==> config.mk <==
export PLATFORM = sky130hd
export DESIGN_NAME = integral_rect_sum_flat
export DESIGN_NICKNAME = d
export VERILOG_FILES = /design/src/rtl/integral_rect_sum_if.sv /design/src/rtl/integral_rect_sum.sv /design/src/flat_wrapper.sv
export SDC_FILE = /design/constraint.sdc
export NUM_CORES = 1
export LEC_CHECK = 0
export ABC_AREA = 1
export BUFFER_PORTS_ARGS = -buffer_cell sky130_fd_sc_hd__buf_2
export CAP_MARGIN = 20
export CORE_ASPECT_RATIO = 1.1
export CORE_MARGIN = 5
export CORE_UTILIZATION = 40
export CTS_CLUSTER_SIZE = 30
export DETAILED_ROUTE_END_ITERATION = 6
export GPL_TIMING_DRIVEN = 0
export HOLD_SLACK_MARGIN = 0.08
export PLACE_DENSITY = 0.58
export SYNTH_ARGS = -nofsm -noshare
export SYNTH_HDL_FRONTEND = slang
export SYNTH_SLANG_ARGS = --single-unit
==> constraint.sdc <==
create_clock -name clk_s -period 8.75 [get_ports clk_s]
set_input_delay 1.3125 -clock clk_s [delete_from_list [all_inputs] [get_ports clk_s]]
set_output_delay 1.3125 -clock clk_s [all_outputs]
set_load 0.02 [all_outputs]
==> src/rtl/integral_rect_sum_if.sv <==
// Request/response and BRAM port-b signal bundle for integral_rect_sum.
// slave is the fetch unit's view; master is the requester/BRAM side.
interface integral_rect_sum_if #(
  parameter int WIDTH_ADDR = 16,
  parameter int WIDTH_DATA = 20,
  parameter int WIDTH_POS  = 8
);
  logic                  req_valid;
  logic                  req_ready;
  logic [WIDTH_POS-1:0]  req_x;
  logic [WIDTH_POS-1:0]  req_y;
  logic [WIDTH_POS-1:0]  req_w;
  logic [WIDTH_POS-1:0]  req_h;
  logic                  rsp_valid;
  logic [WIDTH_DATA-1:0] rsp_sum;
  logic                  rsp_err;
  logic                  bram_en;
  logic [WIDTH_ADDR-1:0] bram_addr;
  logic [WIDTH_DATA-1:0] bram_din;

  modport slave (
    input  req_valid, req_x, req_y, req_w, req_h, bram_din,
    output req_ready, rsp_valid, rsp_sum, rsp_err, bram_en, bram_addr
  );

  modport master (
    output req_valid, req_x, req_y, req_w, req_h, bram_din,
    input  req_ready, rsp_valid, rsp_sum, rsp_err, bram_en, bram_addr
  );
endinterface

==> src/rtl/integral_rect_sum.sv <==
// Rectangle-sum fetch unit: reads corners D, B, C, A of the integral image and returns D - B - C + A.
// Optional macro RECT_SUM_CLAMP_EN clamps an overflowing w/h to the image edge instead of rejecting.
module integral_rect_sum #(
  parameter int IMG_W      = 200,
  parameter int IMG_H      = 200,
  parameter int WIDTH_ADDR = 16,
  parameter int WIDTH_DATA = 20,
  parameter int WIDTH_POS  = 8
) (
  input logic                clk_s,
  input logic                rst_n,
  integral_rect_sum_if.slave bus
);
  typedef enum logic [2:0] {
    IDLE = 3'd0,
    RD_D = 3'd1,
    RD_B = 3'd2,
    RD_C = 3'd3,
    RD_A = 3'd4,
    LAST = 3'd5,
    RESP = 3'd6
  } state_t;

  localparam logic [WIDTH_POS:0] IMG_W_L = (WIDTH_POS+1)'(IMG_W);
  localparam logic [WIDTH_POS:0] IMG_H_L = (WIDTH_POS+1)'(IMG_H);
  localparam logic [WIDTH_POS:0] ONE_L   = (WIDTH_POS+1)'(1);

  state_t                       state_r;
  logic [WIDTH_POS-1:0]         x0_r, y0_r, x1_r, y1_r;
  logic                         zx_r, zy_r;
  logic signed [WIDTH_DATA+1:0] acc_r;

  logic [WIDTH_POS:0]           x_ext_s, y_ext_s, end_x_s, end_y_s;
  logic [WIDTH_POS-1:0]         w_eff_s, h_eff_s, x1_s, y1_s;
  logic                         req_err_s;
  logic                         mask_s;
  logic [WIDTH_DATA-1:0]        cap_s;
  logic signed [WIDTH_DATA+1:0] cap_ext_s;

  function automatic logic [WIDTH_ADDR-1:0] addr_of(input logic [WIDTH_POS-1:0] row,
                                                    input logic [WIDTH_POS-1:0] col);
    addr_of = WIDTH_ADDR'(row) * WIDTH_ADDR'(IMG_W) + WIDTH_ADDR'(col);
  endfunction

  // Request decode: widened bounds check, optional clamp, far-corner coordinates.
  always_comb begin
    x_ext_s = {1'b0, bus.req_x};
    y_ext_s = {1'b0, bus.req_y};
    end_x_s = x_ext_s + {1'b0, bus.req_w};
    end_y_s = y_ext_s + {1'b0, bus.req_h};
    w_eff_s = bus.req_w;
    h_eff_s = bus.req_h;
`ifdef RECT_SUM_CLAMP_EN
    req_err_s = (bus.req_w == WIDTH_POS'(0)) || (bus.req_h == WIDTH_POS'(0)) ||
                (x_ext_s >= IMG_W_L) || (y_ext_s >= IMG_H_L);
    if (end_x_s > IMG_W_L) begin
      w_eff_s = WIDTH_POS'(IMG_W_L - x_ext_s);
    end else begin
      w_eff_s = bus.req_w;
    end
    if (end_y_s > IMG_H_L) begin
      h_eff_s = WIDTH_POS'(IMG_H_L - y_ext_s);
    end else begin
      h_eff_s = bus.req_h;
    end
`else
    req_err_s = (bus.req_w == WIDTH_POS'(0)) || (bus.req_h == WIDTH_POS'(0)) ||
                (end_x_s > IMG_W_L) || (end_y_s > IMG_H_L);
`endif
    x1_s = WIDTH_POS'(x_ext_s + {1'b0, w_eff_s} - ONE_L);
    y1_s = WIDTH_POS'(y_ext_s + {1'b0, h_eff_s} - ONE_L);
  end

  // Returning data belongs to the corner read one cycle earlier; masked corners contribute 0.
  always_comb begin
    mask_s = 1'b0;
    case (state_r)
      RD_C:    mask_s = zy_r;
      RD_A:    mask_s = zx_r;
      LAST:    mask_s = zx_r | zy_r;
      default: mask_s = 1'b0;
    endcase
    if (mask_s) begin
      cap_s = {WIDTH_DATA{1'b0}};
    end else begin
      cap_s = bus.bram_din;
    end
    cap_ext_s = $signed({2'b00, cap_s});
  end

  // Control FSM with registered outputs; each next address is prepared one cycle ahead.
  always_ff @(posedge clk_s or negedge rst_n) begin
    if (!rst_n) begin
      state_r       <= IDLE;
      x0_r          <= {WIDTH_POS{1'b0}};
      y0_r          <= {WIDTH_POS{1'b0}};
      x1_r          <= {WIDTH_POS{1'b0}};
      y1_r          <= {WIDTH_POS{1'b0}};
      zx_r          <= 1'b0;
      zy_r          <= 1'b0;
      acc_r         <= {(WIDTH_DATA+2){1'b0}};
      bus.req_ready <= 1'b0;
      bus.rsp_valid <= 1'b0;
      bus.rsp_sum   <= {WIDTH_DATA{1'b0}};
      bus.rsp_err   <= 1'b0;
      bus.bram_en   <= 1'b0;
      bus.bram_addr <= {WIDTH_ADDR{1'b0}};
    end else begin
      case (state_r)
        IDLE: begin
          bus.rsp_valid <= 1'b0;
          bus.bram_en   <= 1'b0;
          bus.bram_addr <= {WIDTH_ADDR{1'b0}};
          if (bus.req_valid && bus.req_ready) begin
            x1_r          <= x1_s;
            y1_r          <= y1_s;
            x0_r          <= bus.req_x - WIDTH_POS'(1);
            y0_r          <= bus.req_y - WIDTH_POS'(1);
            zx_r          <= (bus.req_x == WIDTH_POS'(0));
            zy_r          <= (bus.req_y == WIDTH_POS'(0));
            bus.req_ready <= 1'b0;
            if (req_err_s) begin
              state_r       <= RESP;
              bus.rsp_valid <= 1'b1;
              bus.rsp_sum   <= {WIDTH_DATA{1'b0}};
              bus.rsp_err   <= 1'b1;
            end else begin
              state_r       <= RD_D;
              bus.bram_en   <= 1'b1;
              bus.bram_addr <= addr_of(y1_s, x1_s);
            end
          end else begin
            bus.req_ready <= 1'b1;
          end
        end
        RD_D: begin
          state_r       <= RD_B;
          bus.bram_addr <= zy_r ? {WIDTH_ADDR{1'b0}} : addr_of(y0_r, x1_r);
        end
        RD_B: begin
          state_r       <= RD_C;
          acc_r         <= cap_ext_s;
          bus.bram_addr <= zx_r ? {WIDTH_ADDR{1'b0}} : addr_of(y1_r, x0_r);
        end
        RD_C: begin
          state_r       <= RD_A;
          acc_r         <= acc_r - cap_ext_s;
          bus.bram_addr <= (zx_r | zy_r) ? {WIDTH_ADDR{1'b0}} : addr_of(y0_r, x0_r);
        end
        RD_A: begin
          state_r       <= LAST;
          acc_r         <= acc_r - cap_ext_s;
          bus.bram_en   <= 1'b0;
          bus.bram_addr <= {WIDTH_ADDR{1'b0}};
        end
        LAST: begin
          state_r       <= RESP;
          bus.rsp_valid <= 1'b1;
          bus.rsp_sum   <= WIDTH_DATA'(acc_r + cap_ext_s);
          bus.rsp_err   <= 1'b0;
        end
        RESP: begin
          state_r       <= IDLE;
          bus.rsp_valid <= 1'b0;
          bus.req_ready <= 1'b1;
        end
        default: begin
          state_r       <= IDLE;
          bus.rsp_valid <= 1'b0;
          bus.req_ready <= 1'b0;
          bus.bram_en   <= 1'b0;
          bus.bram_addr <= {WIDTH_ADDR{1'b0}};
        end
      endcase
    end
  end
endmodule

==> src/flat_wrapper.sv <==
// flat-port wrapper written by rule: the top's interface ports become plain ports
module integral_rect_sum_flat 
#(
  parameter int IMG_W      = 200,
  parameter int IMG_H      = 200,
  parameter int WIDTH_ADDR = 16,
  parameter int WIDTH_DATA = 20,
  parameter int WIDTH_POS  = 8
)
  (clk_s, rst_n, bus_req_valid, bus_req_x, bus_req_y, bus_req_w, bus_req_h, bus_bram_din, bus_req_ready, bus_rsp_valid, bus_rsp_sum, bus_rsp_err, bus_bram_en, bus_bram_addr);
  integral_rect_sum_if #(.WIDTH_ADDR(WIDTH_ADDR), .WIDTH_DATA(WIDTH_DATA), .WIDTH_POS(WIDTH_POS)) bus_i ();
  input logic clk_s;
  input logic rst_n;
  input wire logic [$bits(bus_i.req_valid)-1:0] bus_req_valid;
  input wire logic [$bits(bus_i.req_x)-1:0] bus_req_x;
  input wire logic [$bits(bus_i.req_y)-1:0] bus_req_y;
  input wire logic [$bits(bus_i.req_w)-1:0] bus_req_w;
  input wire logic [$bits(bus_i.req_h)-1:0] bus_req_h;
  input wire logic [$bits(bus_i.bram_din)-1:0] bus_bram_din;
  output wire logic [$bits(bus_i.req_ready)-1:0] bus_req_ready;
  output wire logic [$bits(bus_i.rsp_valid)-1:0] bus_rsp_valid;
  output wire logic [$bits(bus_i.rsp_sum)-1:0] bus_rsp_sum;
  output wire logic [$bits(bus_i.rsp_err)-1:0] bus_rsp_err;
  output wire logic [$bits(bus_i.bram_en)-1:0] bus_bram_en;
  output wire logic [$bits(bus_i.bram_addr)-1:0] bus_bram_addr;
  assign bus_i.req_valid = bus_req_valid;
  assign bus_i.req_x = bus_req_x;
  assign bus_i.req_y = bus_req_y;
  assign bus_i.req_w = bus_req_w;
  assign bus_i.req_h = bus_req_h;
  assign bus_i.bram_din = bus_bram_din;
  assign bus_req_ready = bus_i.req_ready;
  assign bus_rsp_valid = bus_i.rsp_valid;
  assign bus_rsp_sum = bus_i.rsp_sum;
  assign bus_rsp_err = bus_i.rsp_err;
  assign bus_bram_en = bus_i.bram_en;
  assign bus_bram_addr = bus_i.bram_addr;
  integral_rect_sum #(.IMG_W(IMG_W), .IMG_H(IMG_H), .WIDTH_ADDR(WIDTH_ADDR), .WIDTH_DATA(WIDTH_DATA), .WIDTH_POS(WIDTH_POS)) u_core (.clk_s(clk_s), .rst_n(rst_n), .bus(bus_i));
endmodule
* After elaboration in Yosys (flattened, before gate mapping)
Index checks and enable logic that the tools add are counted.
** Storage, ports and cells
- Flip-flop bits (word level) :: 99
- Input bits :: 55
- Output and inout port bits :: 40
- Logic and storage cells :: 84
** Operators by class
- Add/subtract/negate cells :: 12
- Multipliers :: 3
- Magnitude comparators :: 2
- Eq/ne operators :: 8
- Mux-type cells :: 26
- Bitwise operators :: 1
- Reductions and logical operators :: 18
** Operators with widths (count)
- $mux 16 :: 5
- $pmux 16 s5 :: 1
- $add 16x8->16 :: 4
- $mux 20 :: 3
- $pmux 22 s2 :: 1
- $pmux 20 s2 :: 1
- $mul 8x5->13 const B :: 3
- $logic_not 8->1 :: 4
- $sub 8x1->8 const B :: 4
- $sub 22x21->22 :: 1
- $add 20x20->20 :: 1
- $add 8x8->9 :: 2
- $gt 9x8->1 const B :: 2
- $pmux 3 s6 :: 1
- $reduce_or 5->1 :: 2
- $eq 3x3->1 const B :: 3
- $pmux 1 s3 :: 3
- $mux 1 :: 7
- $eq 3x2->1 const B :: 2
- $mux 3 :: 2
- $ne 2x1->1 const B :: 2
- $pmux 1 s2 :: 2
- $reduce_bool 2->1 :: 2
- $reduce_or 2->1 :: 2
- other kinds (8) :: 10

* Logic depth before layout (Yosys ltp)
Gate-level depths: netlist (run 1).
- Word-level depth :: 7
- Mapped depth :: 30
- Mapped depth without buffers :: 30

* Worst setup path before layout (run 1)
OpenSTA, ideal clock, no wires.
- Path type :: input to register
- Start point :: input port bus_req_h[0]
- End point :: register u_core.bus.bram_addr[15]
- Library setup time :: 125 ps
- Arrival time :: 5231 ps
- Required time :: 8625 ps
- Setup slack :: 3394 ps
- Stages :: 25
- Buffers on the path :: 0
- Cells stage by stage :: ha_1 > inv_1 > fa_1 > ha_1 > inv_1 > nor2_1 > nand3_1 > xor2_1 > ha_1 > ha_1 > inv_1 > fa_1 > inv_1 > ha_1 > nand2_1 > inv_1 > o21ai_0 > nand3_1 > xor2_1 > nor2_1 > nand2_1 > nor2_1 > nand3_1 > nand3_1 > nand3_1
** On the way
- Cells in the longest elaborated chain, start to end :: 7
- Elaborated cells between the ends (all ways) :: 12
- Classes of those cells :: 3 x add/sub; 1 x mul; 1 x order compare; 3 x mux; 4 x reduce/logical
** RTL lines
- start, declared :: line flat_wrapper.sv:18 : input wire logic [$bits(bus_i.req_h)-1:0] bus_req_h;
- $add 8x8->9 :: line integral_rect_sum.sv:50 : end_y_s = y_ext_s + {1'b0, bus.req_h};
- $sub 8x1->8 :: line integral_rect_sum.sv:71 : y1_s = WIDTH_POS'(y_ext_s + {1'b0, h_eff_s} - ONE_L);
- named net u_core.y1_s[4] :: line integral_rect_sum.sv:34 : logic [WIDTH_POS-1:0] w_eff_s, h_eff_s, x1_s, y1_s;
- $mul 8x5->13 :: line integral_rect_sum.sv:42 : addr_of = WIDTH_ADDR'(row) * WIDTH_ADDR'(IMG_W) + WIDTH_ADDR'(col);
- $add 16x8->16 :: line integral_rect_sum.sv:42
- $mux 16 :: line integral_rect_sum.sv:122 : if (req_err_s) begin
- $mux 16 :: line integral_rect_sum.sv:114 : if (bus.req_valid && bus.req_ready) begin
- $pmux 16 s5 :: line integral_rect_sum.sv:109 : case (state_r)
- end signal, assigned :: line integral_rect_sum.sv:107 : bus.bram_addr <= {WIDTH_ADDR{1'b0}};
- end signal, assigned :: line integral_rect_sum.sv:113 : bus.bram_addr <= {WIDTH_ADDR{1'b0}};
- end signal, assigned :: line integral_rect_sum.sv:130 : bus.bram_addr <= addr_of(y1_s, x1_s);
- end, declared :: line integral_rect_sum_if.sv:23 : output req_ready, rsp_valid, rsp_sum, rsp_err, bram_en, bram_addr
The timed path passes the listed nets, and every way through them passes these cells.
A chain may end at the register's enable or synchronous reset.

* Worst setup path after layout (run 1)
- Start point :: input port bus_req_y[0]
- End point :: register u_core.bus.bram_addr[15]
** On the way
- Cells in the longest elaborated chain, start to end :: 7
- Elaborated cells between the ends (all ways) :: 9
- Classes of those cells :: 3 x add/sub; 1 x mul; 1 x order compare; 3 x mux; 1 x reduce/logical
** RTL lines
- start, declared :: line flat_wrapper.sv:16 : input wire logic [$bits(bus_i.req_y)-1:0] bus_req_y;
- $add 8x8->9 :: line integral_rect_sum.sv:50
- $sub 8x1->8 :: line integral_rect_sum.sv:71
- named net u_core.y1_s[4] :: line integral_rect_sum.sv:34
- $mul 8x5->13 :: line integral_rect_sum.sv:42
- $add 16x8->16 :: line integral_rect_sum.sv:42
- $mux 16 :: line integral_rect_sum.sv:122
- $mux 16 :: line integral_rect_sum.sv:114
- $pmux 16 s5 :: line integral_rect_sum.sv:109
The timed path passes the listed nets, and every way through them passes these cells.

==> results of run 1 <==
## area by class of cell
class,count,area (sq um),area share (%)
timing repair buffer,95,500,3.99
tap,363,454,3.62
clock inverter,6,82.6,0.658
sequential,97,2430,19.3
clock buffer,10,239,1.90
multi-input combinational,1282,7820,62.3
inverter,232,885,7.05
buffer,28,144,1.15
## per-layer routing
metal  routed length [um]  vias to the layer above  track usage (%)
li1                     -                     5648                -
met1                14900                     5070             26.9
met2                16900                      216             39.8
met3                 1230                       37             2.34
met4                  856                        0             6.13
met5                    0                        -                0
## synthesized netlist by cell type, drive strengths merged, types with 2 or more instances
master,count,area (sq um)
and3,3,18.8
nand3,132,686
xnor2,13,114
a31oi,5,31.3
clkbuf,15,57.6
inv,231,867
o21ai,91,455
a22oi,4,30.0
o221ai,4,35.0
o22ai,3,18.8
buf,13,86.3
a21o,5,37.5
or2,16,100
nand2,423,1650
xor2,41,367
o21bai,6,45.0
dfrtp,97,2430
nand4,36,225
a211oi,3,22.5
nor4,5,31.3
nor3,16,80.1
nand3b,9,67.6
o21a,8,60.1
ha,166,2080
o211ai,18,135
nor2,130,503
a21oi,110,554
o31ai,5,37.5
a2bb2oi,2,17.5
a21boi,4,30.0
a221oi,4,35.0
fa,16,320
## cell families after synthesis
| group | after synthesis |
|---|---|
| compound gates | 274 |
| xor+xnor | 54 |
| buf+inv | 260 |
| simple gates | 772 |
| flops | 97 |
| fa+ha+maj | 182 |
## path summary, 6_finish.rpt
kind | to | from | depth (start not counted) | slack, ns
setup reg to reg | u_core.bus.bram_addr[13] | u_core.y0_r[2] | 18 | 4.98
max in group asynchronous | u_core.x0_r[1] | rst_n | 2 | 7.01
min in group asynchronous | u_core.bus.rsp_sum[3] | rst_n | 1 | 1.04
setup / recovery | u_core.bus.bram_addr[15] | bus_req_y[0] | 24 | 3.03
hold reg to reg | u_core.bus.rsp_sum[1] | u_core.bus.rsp_sum[1] | 2 | 0.46
hold / removal | u_core.bus.rsp_sum[1] | u_core.bus.rsp_sum[1] | 2 | 0.46
## cell usage in the layout, fill, tap and decap left out, types with 3 or more instances in the layout
| cell type | n |
|---|---|
| nand2_4 | 4 |
| a22oi_1 | 4 |
| or2_2 | 14 |
| nand2_1 | 406 |
| fa_1 | 16 |
| a21oi_1 | 109 |
| nand3_1 | 127 |
| o21bai_1 | 6 |
| inv_1 | 225 |
| dfrtp_1 | 97 |
| nor3_1 | 16 |
| o211ai_1 | 18 |
| nand2_2 | 13 |
| a21boi_0 | 4 |
| nor4_1 | 5 |
| buf_2 | 102 |
| ha_1 | 166 |
| a21o_1 | 5 |
| o21a_1 | 8 |
| nand4_1 | 36 |
| nor2_1 | 126 |
| xnor2_1 | 13 |
| o21ai_0 | 87 |
| and3_1 | 3 |
| clkbuf_1 | 14 |
| o22ai_1 | 3 |
| o31ai_1 | 5 |
| o221ai_1 | 4 |
| nor2_2 | 3 |
| nand3b_1 | 9 |
| a31oi_1 | 5 |
| xor2_1 | 40 |
| inv_2 | 6 |
| o21ai_1 | 4 |
| clkbuf_16 | 9 |
| nand3_2 | 5 |
| a211oi_1 | 3 |
| a221oi_1 | 4 |
| buf_6 | 3 |
## through the flow
stage,cells,worst slack (ns),hold slack [ns],area (sq um),utilization [%]
2_1_floorplan,1639,3.39,0.443,11300,-
3_3_place_gp,2096,2.66,0.450,12200,43.9
5_1_grt,2113,2.70,0.497,12600,45.2
6_report,2113,3.03,0.464,12600,45.2
3_5_place_dp,2097,2.64,0.455,12200,44.0
4_1_cts,2113,3.02,0.472,12600,45.2
## critical path: cells and delay by family
family,cells,cell delay [ns]
buffers and inverters,5,0.32
adder cells (fa/ha/maj),7,2.43
XOR/XNOR,2,0.63
AND/OR/NAND/NOR,10,1.25
## state kept, by name, summed over array words and instances (netlist names)
register,cells
u_core.zy_r,1
u_core.x1_r,8
u_core.y0_r,8
u_core.acc_r,20
u_core.bus.rsp_sum,20
u_core.bus.rsp_valid,1
u_core.state_r,3
u_core.bus.bram_addr,16
u_core.bus.rsp_err,1
u_core.zx_r,1
u_core.bus.bram_en,1
u_core.bus.req_ready,1
u_core.y1_r,8
u_core.x0_r,8
==> run_results.csv, run 1 <==
group,metric,value,unit
yosys,yosys.cell_types.count,50,
floorplan,ios,95,
hold_path,min_path_type,"reg -> reg",
sta,max_slew_margin,28.8,%
floorplan,dieArea,31700,sq um
yosys,syn_avg_cell_area,6.88,sq um
critical_path,cp.required,8.99,ns
detailed_routing,routed_wl,33900,um
yosys,synth_compound_area_share,13.9,%
detailed_routing,via_count,11000,
floorplan,rows,64,
global_routing,grt_usage,21.7,%
floorplan,die_h,186,um
critical_path,path_cells,"buf_2 -> ha_1 -> inv_1 -> fa_1 -> ha_1 -> inv_1 -> nor2_1 -> nand3_1 -> xor2_1 -> ha_1 -> ha_1 -> inv_1 -> fa_1 -> inv_1 -> ha_1 -> nand2_1 -> nand3_1 -> xor2_1 -> nor3_1 -> nand2_1 -> nor2_1 -> nand3_1 -> nand3_1 -> nand3_1",
yosys,async_flop_share,100,%
yosys,syn_area,11300,sq um
critical_path,slowest_stage,"fa_1",
sta,setup-violations-final,0,
global_routing,grt_pass1_vias,10800,
critical_path,cp.arrival,5.96,ns
yosys,synthAdderAreaFrac,21.3,%
sta,finalHoldViolCount,0,
floorplan,coreArea,27800,sq um
sta,fmax,175,MHz
clock_network,clock_sinks,97,
yosys,synth_warnings,0,
critical_path,path_max_fanout,5,
critical_path,end_kind,"flop",
critical_path,cpPeakStageDelay,0.57,ns
finish,fillers,2967,
run_status,status,"completed",
global_routing,antenna_found_initial,0,
sta,post-route-period-util,65.4,%
global_routing,grt_max_degree,57,
floorplan,initial_utilization,40.6,%
global_routing,grt_pass1_wl,55100,um
clock_network,cts_hold_buf,0,
clock_network,cts_tree,"built",
clock_network,clock_latency,0.37,ns
yosys,synth_edf_count,0,
sta,slew_violations,0,
critical_path,critPathKind,"in -> reg",
yosys,ys.flop_type,"dfrtp_1",
placement,io_buffers,94,
clock_network,cts_made_buffers,9,
finish,antenna_cells,0,
yosys,yosysSeqAreaShare,21.5,%
sta,rsz0062_at_grt,"no",
detailed_routing,wl_per_cell,16.1,um
yosys,synth-seq-cells,97,
clock_network,post_cts_buffers,0,
yosys,synth_nets,1876,
yosys,synth-simple-area-share,30.0,%
critical_path,start_kind,"input port",
placement,gp_congestion,0.930,
yosys,synth_xor_area_share,4.26,%
sta,setup-tns-final,0,ns
clock_network,cts_resized,0,
floorplan,die_w,170,um
clock_network,clock_path_buffers,2,
clock_network,cts_root_buf,"clkbuf_16",
detailed_routing,ant_nets,0,
yosys,synth_top_family_by_area,"simple AND/OR/NAND/NOR gates",
clock_network,clkTransAtPathRegs,0.07,ns
detailed_routing,drt-initial-drc-count,614,
yosys,synthCells,1639,
sta,period_needed,5.72,ns
finish,fin_nets,1982,
detailed_routing,drt_pass1_iterations,5,
flow_run,cap_violations,0,
sta,skew,0.0145,ns
placement,dp_hpwl,28500,um
detailed_routing,avgViaCountPerCell,5.19,
detailed_routing,drc,0,
clock_network,h-tree-depth,3,
finish,drive_above_1_share,10.1,%
global_routing,overflow,0,
yosys,muxShareOfSynthArea,0,%
finish,areaGrowthSynthToFinish,11.3,%
sta,worst_pin_slew,1.06,ns
Power of run 1 is not shown: default switching activity piles up to over one toggle a cycle in this logic, so the estimate is an artifact.
==> run 2: changes to the inputs <==
==> constraint.sdc (replaced) <==
create_clock -name clk_s -period 5.41 [get_ports clk_s]
set_input_delay 0.8115 -clock clk_s [delete_from_list [all_inputs] [get_ports clk_s]]
set_output_delay 0.8115 -clock clk_s [all_outputs]
set_load 0.02 [all_outputs]
==> run_results.csv, run 2 (synthesis results as in run 1) <==
group,metric,value,unit
detailed_routing,via_count,11000,
sta,fmax,199,MHz
floorplan,die_h,186,um
floorplan,dieArea,31700,sq um
sta,holdWs,0.465,ns
clock_network,clkTransAtPathRegs,0.07,ns
clock_network,clock_sinks,97,
global_routing,grt_max_degree,57,
clock_network,cts_made_buffers,9,
critical_path,rr_worst_depth,18,
finish,areaGrowthSynthToFinish,11.6,%
clock_network,clock_path_buffers,2,
global_routing,antenna_found_initial,0,
clock_network,cts_root_buf,"clkbuf_16",
finish,antenna_cells,0,
critical_path,critPathLaunch,"bus_req_y[0]",
global_routing,overflow,0,
detailed_routing,ant_nets,0,
sta,finalHoldViolCount,0,
hold_path,hold_depth,2,
floorplan,initial_utilization,40.6,%
finish,final_common_cell,"nand2_1",
floorplan,ios,95,
detailed_routing,avgViaCountPerCell,5.18,
critical_path,path_max_fanout,5,
global_routing,grt_usage,21.7,%
detailed_routing,drt_pass1_iterations,5,
detailed_routing,wl_per_cell,16.0,um
sta,period_needed,5.03,ns
global_routing,grt_pass1_vias,10800,
clock_network,h-tree-depth,3,
critical_path,cp.required,5.64,ns
run_status,status,"completed",
finish,drive_above_1_share,10.4,%
sta,setup-violations-final,0,
flow_run,cap_violations,0,
placement,place_ws,-0.195,ns
critical_path,cp.arrival,5.27,ns
hold_path,hold_start,"u_core.bus.rsp_sum[1]",
floorplan,rows,64,
finish,biggestRegsByFlops,"u_core.acc_r: 20 flops, u_core.bus.rsp_sum: 20 flops, u_core.bus.bram_addr: 16 flops",
finish,postLayoutCoreUtil,45.3,%
sta,worst_pin_slew,1.06,ns
detailed_routing,routed_wl,33900,um
detailed_routing,drt-initial-drc-count,575,
placement,io_buffers,94,
critical_path,end_kind,"flop",
sta,post-route-period-util,93.1,%
finish,fin_nets,1984,
global_routing,grt_pass1_wl,55100,um
clock_network,cts_tree,"built",
detailed_routing,drc,0,
critical_path,worstReg2RegStart,"u_core.y0_r[2]",
sta,max_slew_margin,28.9,%
floorplan,die_w,170,um
sta,fin_ws,0.375,ns
sta,slew_violations,0,
placement,placed_area,12200,sq um
sta,skew,0.0137,ns
finish,final_area,12600,sq um
critical_path,critPathKind,"in -> reg",
critical_path,start_kind,"input port",
placement,dp_hpwl,28500,um
hold_path,min_path_type,"reg -> reg",
sta,rsz0062_at_grt,"no",
floorplan,coreArea,27800,sq um
finish,final_cell_mix,"nand2_1 (405), inv_1 (225), ha_1 (165), nand3_1 (127), nor2_1 (126)",
placement,gp_congestion,0.930,
clock_network,clock_latency,0.37,ns
## run 2: cell type report
class                      instances  area (sq um)
clock buffer                      10           239
clock inverter                     6          82.6
buffer                            28           144
multi-input combinational       1282          7840
inverter                         232           885
tap                              363           454
sequential                        97          2430
timing repair buffer              97           515
fill                            2966         15200
## run 2: per-layer routing
layer / vias to the layer above / global-route usage (%) / part of all wire (%)
li1: 5649 / - / -
met5: - / 0 / 0
met2: 219 / 39.8 / 50
met4: 0 / 6.13 / 2.5
met3: 39 / 2.34 / 3.9
met1: 5053 / 26.9 / 44
## run 2: per-stage QoR
step	instances	TNS (ns)
after floorplan	1639	0
after global placement	2096	-0.235
after detailed placement	2097	-0.249
after CTS	2113	0
after global routing	2115	0
final	2115	0
## run 2: worst max-delay path: stages
cell and delay [ns]:
buf_2 0.11, ha_1 0.18, inv_1 0.06, fa_1 0.58
ha_2 0.26, inv_1 0.05, nor2_1 0.10, nand3_1 0.15
xor2_2 0.23, ha_1 0.31, ha_1 0.27, inv_1 0.05
fa_1 0.50, inv_1 0.04, ha_1 0.35, nand2_1 0.11
nand3_1 0.12, xor2_1 0.20, nor3_1 0.26, nand2_1 0.11
nor2_1 0.16, nand3_1 0.10, nand3_1 0.09, nand3_1 0.07
## run 2: repair_timing
action | in CTS | in global routing
hold buffers | 0 | 0
endpoints found under the setup margin | 0 | 1
gates resized for setup | 0 | 4
endpoints found under the hold margin | 0 | 0
buffers inserted | 0 | 2
## run 2: final timing paths
check | endpoint | slack [ns]
worst max-delay path | u_core.bus.bram_addr[15] | 0.38
worst min-delay path | u_core.bus.rsp_sum[1] | 0.46
worst max register to register | u_core.bus.bram_addr[13] | 1.65
worst min register to register | u_core.bus.rsp_sum[1] | 0.46
max in group asynchronous | u_core.bus.req_ready | 4.17
min in group asynchronous | u_core.bus.rsp_sum[3] | 0.54
Power of run 2 is left out for the same reason.
